--- src/rtl/mfb_splitter_sched_pkg.sv ---
// Shared types and helpers for the MFB splitter scheduler.
// Holds the FSM state encoding and the switch-index width calculation.
package mfb_splitter_sched_pkg;

    typedef enum logic [1:0] {
        RUN        = 2'd0,
        DRAINING   = 2'd1,
        DRAINED_ST = 2'd2
    } state_t;

    function automatic int idx_width(input int outputs);
        return (outputs > 1) ? $clog2(outputs) : 1;
    endfunction

endpackage

--- src/rtl/mfb_splitter_sched_rr.sv ---
// Combinational multi-grant round-robin picker: assigns every valid item of a
// word to an eligible output, consuming one unit of remaining credit per grant.
module mfb_splitter_sched_rr
    import mfb_splitter_sched_pkg::*;
#(
    parameter  int ITEMS   = 2,
    parameter  int OUTPUTS = 4,
    parameter  int CW      = 5,
    localparam int IW      = idx_width(OUTPUTS)
) (
    input  logic [OUTPUTS-1:0]    i_elig,
    input  logic [OUTPUTS*CW-1:0] i_remaining,
    input  logic [IW-1:0]         i_ptr,
    input  logic [ITEMS-1:0]      i_vld,
    output logic [ITEMS*IW-1:0]   o_idx,
    output logic [IW-1:0]         o_next_ptr,
    output logic                  o_all_granted
);

    logic [CW-1:0] w_rem [OUTPUTS];
    logic [IW-1:0] w_ptr;
    logic [IW-1:0] w_cand;
    logic [IW-1:0] w_sel;
    logic          w_found;

    always_comb begin
        w_ptr         = i_ptr;
        w_cand        = '0;
        w_sel         = '0;
        w_found       = 1'b0;
        o_idx         = '0;
        o_all_granted = 1'b1;
        // Disabled outputs are modelled as having no credit left.
        for (int o = 0; o < OUTPUTS; o++) begin
            w_rem[o] = i_elig[o] ? i_remaining[o*CW +: CW] : '0;
        end
        for (int i = 0; i < ITEMS; i++) begin
            w_found = 1'b0;
            w_sel   = '0;
            if (i_vld[i]) begin
                // OUTPUTS is a power of two, so the IW-bit add wraps naturally.
                for (int k = 0; k < OUTPUTS; k++) begin
                    w_cand = w_ptr + IW'(k);
                    if (!w_found && w_rem[w_cand] != '0) begin
                        w_found = 1'b1;
                        w_sel   = w_cand;
                    end
                end
                if (w_found) begin
                    w_rem[w_sel] = w_rem[w_sel] - CW'(1);
                    w_ptr        = w_sel + IW'(1);
                end else begin
                    o_all_granted = 1'b0;
                end
            end
            o_idx[i*IW +: IW] = w_sel;
        end
        o_next_ptr = w_ptr;
    end

endmodule

--- src/rtl/mfb_splitter_sched.sv ---
// Scheduler in front of the MFB splitter: tags each header with a splitter
// output chosen round-robin among enabled outputs with free credit.
module mfb_splitter_sched
    import mfb_splitter_sched_pkg::*;
#(
    parameter  int MVB_ITEMS = 2,
    parameter  int HDR_WIDTH = 128,
    parameter  int OUTPUTS   = 4,
    parameter  int CREDITS   = 16,
    localparam int IW        = idx_width(OUTPUTS)
) (
    input  logic                           CLK,
    input  logic                           RESET,
    input  logic [MVB_ITEMS*HDR_WIDTH-1:0] RX_DATA,
    input  logic [MVB_ITEMS-1:0]           RX_VLD,
    input  logic                           RX_SRC_RDY,
    output logic                           RX_DST_RDY,
    output logic [MVB_ITEMS*HDR_WIDTH-1:0] TX_DATA,
    output logic [MVB_ITEMS*IW-1:0]        TX_SWITCH,
    output logic [MVB_ITEMS-1:0]           TX_VLD,
    output logic                           TX_SRC_RDY,
    input  logic                           TX_DST_RDY,
    input  logic [OUTPUTS-1:0]             OUT_ENABLE,
    input  logic [OUTPUTS-1:0]             CREDIT_RET,
    input  logic                           DRAIN_REQ,
    output logic                           DRAINED,
    output logic                           CREDIT_ERR
);

    localparam int CW = $clog2(CREDITS + 1);

    state_t                         r_state;
    state_t                         w_state_next;
    logic [IW-1:0]                  r_ptr;
    logic [MVB_ITEMS*HDR_WIDTH-1:0] r_tx_data;
    logic [MVB_ITEMS*IW-1:0]        r_tx_switch;
    logic [MVB_ITEMS-1:0]           r_tx_vld;
    logic                           r_tx_src_rdy;
    logic                           r_drained;
    logic                           r_credit_err;

    logic [OUTPUTS*CW-1:0]          w_remaining;
    logic [OUTPUTS-1:0]             w_cnt_zero;
    logic [OUTPUTS-1:0]             w_err_hit;
    logic [MVB_ITEMS*IW-1:0]        w_idx;
    logic [IW-1:0]                  w_next_ptr;
    logic                           w_all_granted;
    logic                           w_out_free;
    logic                           w_rx_xfer;

    mfb_splitter_sched_rr #(
        .ITEMS   (MVB_ITEMS),
        .OUTPUTS (OUTPUTS),
        .CW      (CW)
    ) u_rr (
        .i_elig        (OUT_ENABLE),
        .i_remaining   (w_remaining),
        .i_ptr         (r_ptr),
        .i_vld         (RX_VLD),
        .o_idx         (w_idx),
        .o_next_ptr    (w_next_ptr),
        .o_all_granted (w_all_granted)
    );

    assign w_out_free = !r_tx_src_rdy || TX_DST_RDY;
    assign RX_DST_RDY = (r_state == RUN) && w_all_granted && w_out_free;
    assign w_rx_xfer  = RX_SRC_RDY && RX_DST_RDY;

    generate
        for (genvar gi = 0; gi < OUTPUTS; gi++) begin : g_out
            logic [CW-1:0] r_cnt;
            logic [CW-1:0] w_assigned;

            always_comb begin
                w_assigned = '0;
                for (int i = 0; i < MVB_ITEMS; i++) begin
                    if (w_rx_xfer && RX_VLD[i] && (w_idx[i*IW +: IW] == IW'(gi))) begin
                        w_assigned = w_assigned + CW'(1);
                    end
                end
            end

            assign w_remaining[gi*CW +: CW] = CW'(CREDITS) - r_cnt;
            assign w_cnt_zero[gi]           = (r_cnt == '0);
            assign w_err_hit[gi]            = CREDIT_RET[gi] && (r_cnt == '0) && (w_assigned == '0);

            // A return with nothing in flight is ignored (and flagged) instead of wrapping.
            always_ff @(posedge CLK) begin
                if (RESET) begin
                    r_cnt <= '0;
                end else if (!w_err_hit[gi]) begin
                    r_cnt <= r_cnt + w_assigned - CW'(CREDIT_RET[gi]);
                end
            end
        end
    endgenerate

    always_comb begin
        w_state_next = r_state;
        case (r_state)
            RUN: begin
                if (DRAIN_REQ) w_state_next = DRAINING;
            end
            DRAINING: begin
                if (!DRAIN_REQ) w_state_next = RUN;
                else if ((&w_cnt_zero) && !r_tx_src_rdy) w_state_next = DRAINED_ST;
            end
            DRAINED_ST: begin
                if (!DRAIN_REQ) w_state_next = RUN;
            end
            default: w_state_next = RUN;
        endcase
    end

    always_ff @(posedge CLK) begin
        if (RESET) begin
            r_state      <= RUN;
            r_ptr        <= '0;
            r_drained    <= 1'b0;
            r_credit_err <= 1'b0;
        end else begin
            r_state      <= w_state_next;
            r_drained    <= (r_state == DRAINED_ST) && (w_state_next == DRAINED_ST);
            r_credit_err <= r_credit_err || (|w_err_hit);
            if (w_rx_xfer) r_ptr <= w_next_ptr;
        end
    end

    // Words with no valid item are accepted but never presented downstream.
    always_ff @(posedge CLK) begin
        if (RESET) begin
            r_tx_src_rdy <= 1'b0;
            r_tx_vld     <= '0;
            r_tx_switch  <= '0;
            r_tx_data    <= '0;
        end else if (w_out_free) begin
            if (w_rx_xfer && (|RX_VLD)) begin
                r_tx_src_rdy <= 1'b1;
                r_tx_vld     <= RX_VLD;
                r_tx_switch  <= w_idx;
                r_tx_data    <= RX_DATA;
            end else begin
                r_tx_src_rdy <= 1'b0;
                r_tx_vld     <= '0;
            end
        end
    end

    assign TX_DATA    = r_tx_data;
    assign TX_SWITCH  = r_tx_switch;
    assign TX_VLD     = r_tx_vld;
    assign TX_SRC_RDY = r_tx_src_rdy;
    assign DRAINED    = r_drained;
    assign CREDIT_ERR = r_credit_err;

endmodule

--- config.mk ---
export PLATFORM = sky130hd
export DESIGN_NAME = mfb_splitter_sched
export DESIGN_NICKNAME = d
export VERILOG_FILES = /design/src/rtl/mfb_splitter_sched_pkg.sv /design/src/rtl/mfb_splitter_sched_rr.sv /design/src/rtl/mfb_splitter_sched.sv
export SDC_FILE = /design/constraint.sdc
export NUM_CORES = 1
export LEC_CHECK = 0
export BUFFER_PORTS_ARGS = -buffer_cell sky130_fd_sc_hd__buf_2
export CORE_MARGIN = 10
export CORE_UTILIZATION = 35
export DETAILED_ROUTE_END_ITERATION = 10
export SKIP_LAST_GASP = 1
export SLEW_MARGIN = 25
export SYNTH_ARGS = -nofsm -noshare
export SYNTH_HDL_FRONTEND = slang
export SYNTH_SLANG_ARGS = --single-unit
export TNS_END_PERCENT = 1
--- constraint.sdc ---
create_clock -name CLK -period 8.3 [get_ports CLK]
set_input_delay 1.245 -clock CLK [delete_from_list [all_inputs] [get_ports CLK]]
set_output_delay 1.245 -clock CLK [all_outputs]
set_load 0.01 [all_outputs]
==> impl_results.md <==
- Status: completed
- # IOs: 537
- Critical Path Start Type: register
- Initial drt markers: 827
- Cell taking the most area after synthesis: dfxtp_1
- CTS buffer count: 31
- Starting Density: 35.3%
- Avg WL per Cell: 18.0 um
- Final worst setup slack: 0.515 ns
- Area share of the largest cell type after synthesis: 46.3%
- Post-CTS Hold Fix Bufs: 0
- CP required: 8.74 ns
- Simple-gate area share of the yosys netlist: 22.1%
- Largest net degree at the start of global routing: 258
- GPL Wtd Cong: 0.908
- Final net count: 2405
- Async SR Flop Fraction: 0%
- Via density: 4.83
- CP max stage delay: 0.56 ns
- Top cell by count, worst path: inv_1
- Number of buffers added on ports: 536
- First-pass GRT wire length: 69.8 mm
- Clk Latency, worst-skew pair: 0.58 ns
- Fmax: 128 MHz
- Clock root buffer master: clkbuf_16
- Period utilisation layout: 93.8%
- Adder-Cell Fraction of Synth Area: 5.55%
- Worst vdd ir: 0.000188 V
- DRT Pass-1 Iters: 5
- Global route total overflow: 0
- Crit-path slowest cell: o41ai_1
- HP Class: reg2reg
- Total wire length: 46.2 mm
- Power Dens Cells: 300 mW/mm^2
- Synth Flop Type: dfxtp_1
- Core footprint: 0.0354 mm^2
- Layout overhead on the synthesized area: 31.7%
- Tot Pwr: 4940 uW
- Pins Over Slew Limit: 0
- Worst-path fanout max: 12
- Largest family of logic cells by synthesized area: simple AND/OR/NAND/NOR gates
- Commonest cells in the netlist: nand2_1 (550), a21oi_1 (293), dfxtp_1 (289), inv_1 (64), nor2_1 (62)
- Setup crit end kind: register
- Synth Register Bits: 289
- Syn avg cell area: 7.83 um^2
- Total GRT Usage: 19.7%
- Worst rel slew slack: 40.3%
- Initial antenna violation count: 4
- Compound-Gate Fraction of Synth Area: 17.4%
- Setup slack after placement: 0.266 ns
- Die Y: 209 um
- Total die area: 0.0437 mm^2
- CTS sink count: 289
- ANT nets after route: 0
- Warnings from Yosys: 0
- Vias in the first global route: 11700
- Period minus WS final: 7.78 ns
- Number of distinct library cells after synthesis: 68
- EDFF count, synth: 0
- Reg clk slew, reported paths: 0.06 ns
- XOR/XNOR Fraction of Synth Area: 1.68%
- Setup TNS: 0 ns
- Leak: 0.00769 uW
- Tightest Pin Transition: 0.892 ns
- Post-Syn Instances: 1595
- Hold Vio Cnt, Final: 0
- Crit Path Category: reg2reg
- Cell area after synthesis: 0.0125 mm^2
- Area contributors post-synth: dfxtp_1 (46%), nand2_1 (17%), a21oi_1 (12%), ha_1 (4.9%), buf_6 (2.0%)
- DR DRC count: 0
- Layout cells sized above 1: 30.0%
- RSZ-0062 raised after global routing: no
- CTS Buffer Depth: 3
- Setup-failing EPs final: 0
- Max-capacitance violation count: 0
- TritonCTS clock tree: done
- HPWL Detailed: 35.0 mm
- Sequential area share after synthesis: 46.3%
- Filler instances: 3618
- Row cnt: 69
- Post-synth net total: 1919
- Most frequent cell after synthesis: nand2_1
- Final setup skew: 0.0141 ns
- Die X: 209 um
- H-tree level count: 1
- Post-synthesis mux area share: 0.401%
- Worst Path Arrival: 8.23 ns
- Via count: 12400
## through the flow
step           util, %  hold WS (ns)  instance area, um^2  std cells
5_1_grt           46.5         0.462                16500       2568
3_5_place_dp      43.2         0.442                15300       2504
2_1_floorplan        -         0.422                12500       1595
6_report          46.5         0.448                16500       2569
4_1_cts           46.3         0.451                16400       2562
3_3_place_gp      43.2         0.438                15300       2504
## cells by family after synthesis
family / after synthesis
AND/OR/NAND/NOR: 684
AO/OA/AOI/OAI: 378
flip-flops: 289
buffers and inverters: 162
adder cells (fa/ha/maj): 53
XOR/XNOR: 24
multiplexers: 5
## per-layer routing
layer  wire (um)  track usage, %  vias to the layer above  share of wire [%]
met5          21               0                        -              0.045
met4        1010            4.89                        4                2.2
met3        3680            5.89                       60                8.0
met2       22900            33.9                      451                 49
met1       18600            23.5                     5660                 40
li1            -               -                     6224                  -
## worst paths after layout
check                    start           endpoint  depth (start not counted)  slack (ns)
max          g_out[3].r_cnt[2]  g_out[3].r_cnt[4]                         37        0.52
min               TX_DATA[135]       TX_DATA[135]                          2        0.45
max reg2reg  g_out[3].r_cnt[2]  g_out[3].r_cnt[4]                         37        0.52
min reg2reg       TX_DATA[135]       TX_DATA[135]                          2        0.45
## flip-flops by register name (all words and copies together) (netlist names)
register     count
TX_DATA        256
g_out.r_cnt     20
TX_SWITCH        4
TX_VLD           2
r_ptr            2
r_state          2
CREDIT_ERR       1
DRAINED          1
TX_SRC_RDY       1
## where the power goes
| group | internal [uW] | total, uW | switching, uW |
|---|---|---|---|
| Combinational | 760 | 1860 | 1100 |
| Sequential | 1540 | 1640 | 101 |
| Clock | 862 | 1440 | 583 |
## layout by cell type (no fill, tap or decap), types with 3 or more instances in the layout
master,n
or4_1,3
dfxtp_1,287
mux2i_1,5
nor3b_1,3
nor3_1,4
a211oi_1,8
and3_1,3
inv_1,64
a21o_1,4
nand3_1,20
or2_2,6
clkinv_2,8
fa_1,4
o21ai_0,17
buf_2,535
and2_1,8
nand4_1,4
nor2_1,61
nand2b_1,3
xnor2_1,24
nand2_1,550
buf_12,3
clkbuf_8,10
ha_1,49
a31o_2,3
clkbuf_16,31
bufinv_16,3
a21oi_1,293
o31ai_1,3
buf_4,7
nor2b_1,6
o211ai_1,5
clkbuf_1,3
a311oi_1,4
## area by class of cell
| type | instances | area [um^2] | share of cell area, % |
|---|---|---|---|
| multi-input cells | 1144 | 5900 | 35.8 |
| flip-flops and latches | 289 | 5790 | 35.2 |
| repair buffers | 549 | 2850 | 17.3 |
| clock buffers | 43 | 911 | 5.53 |
| well taps | 461 | 577 | 3.50 |
| inverters | 66 | 250 | 1.52 |
| clock inverters | 15 | 175 | 1.06 |
| diodes | 2 | 5.00 | 0.0304 |
## worst max-delay path, delay by kind of cell (launching register included)
kind | cells | cell delay, ns
buf+inv | 8 | 0.61
simple gates | 13 | 2.71
fa+ha+maj | 7 | 1.85
flops | 1 | 0.41
xor+xnor | 2 | 0.31
compound gates | 7 | 1.78
## repair_timing
item	CTS	global route
resized for setup	0	6
endpoints found under the setup margin	0	5
setup buffers	0	4
(Power assumes the default switching activity.)
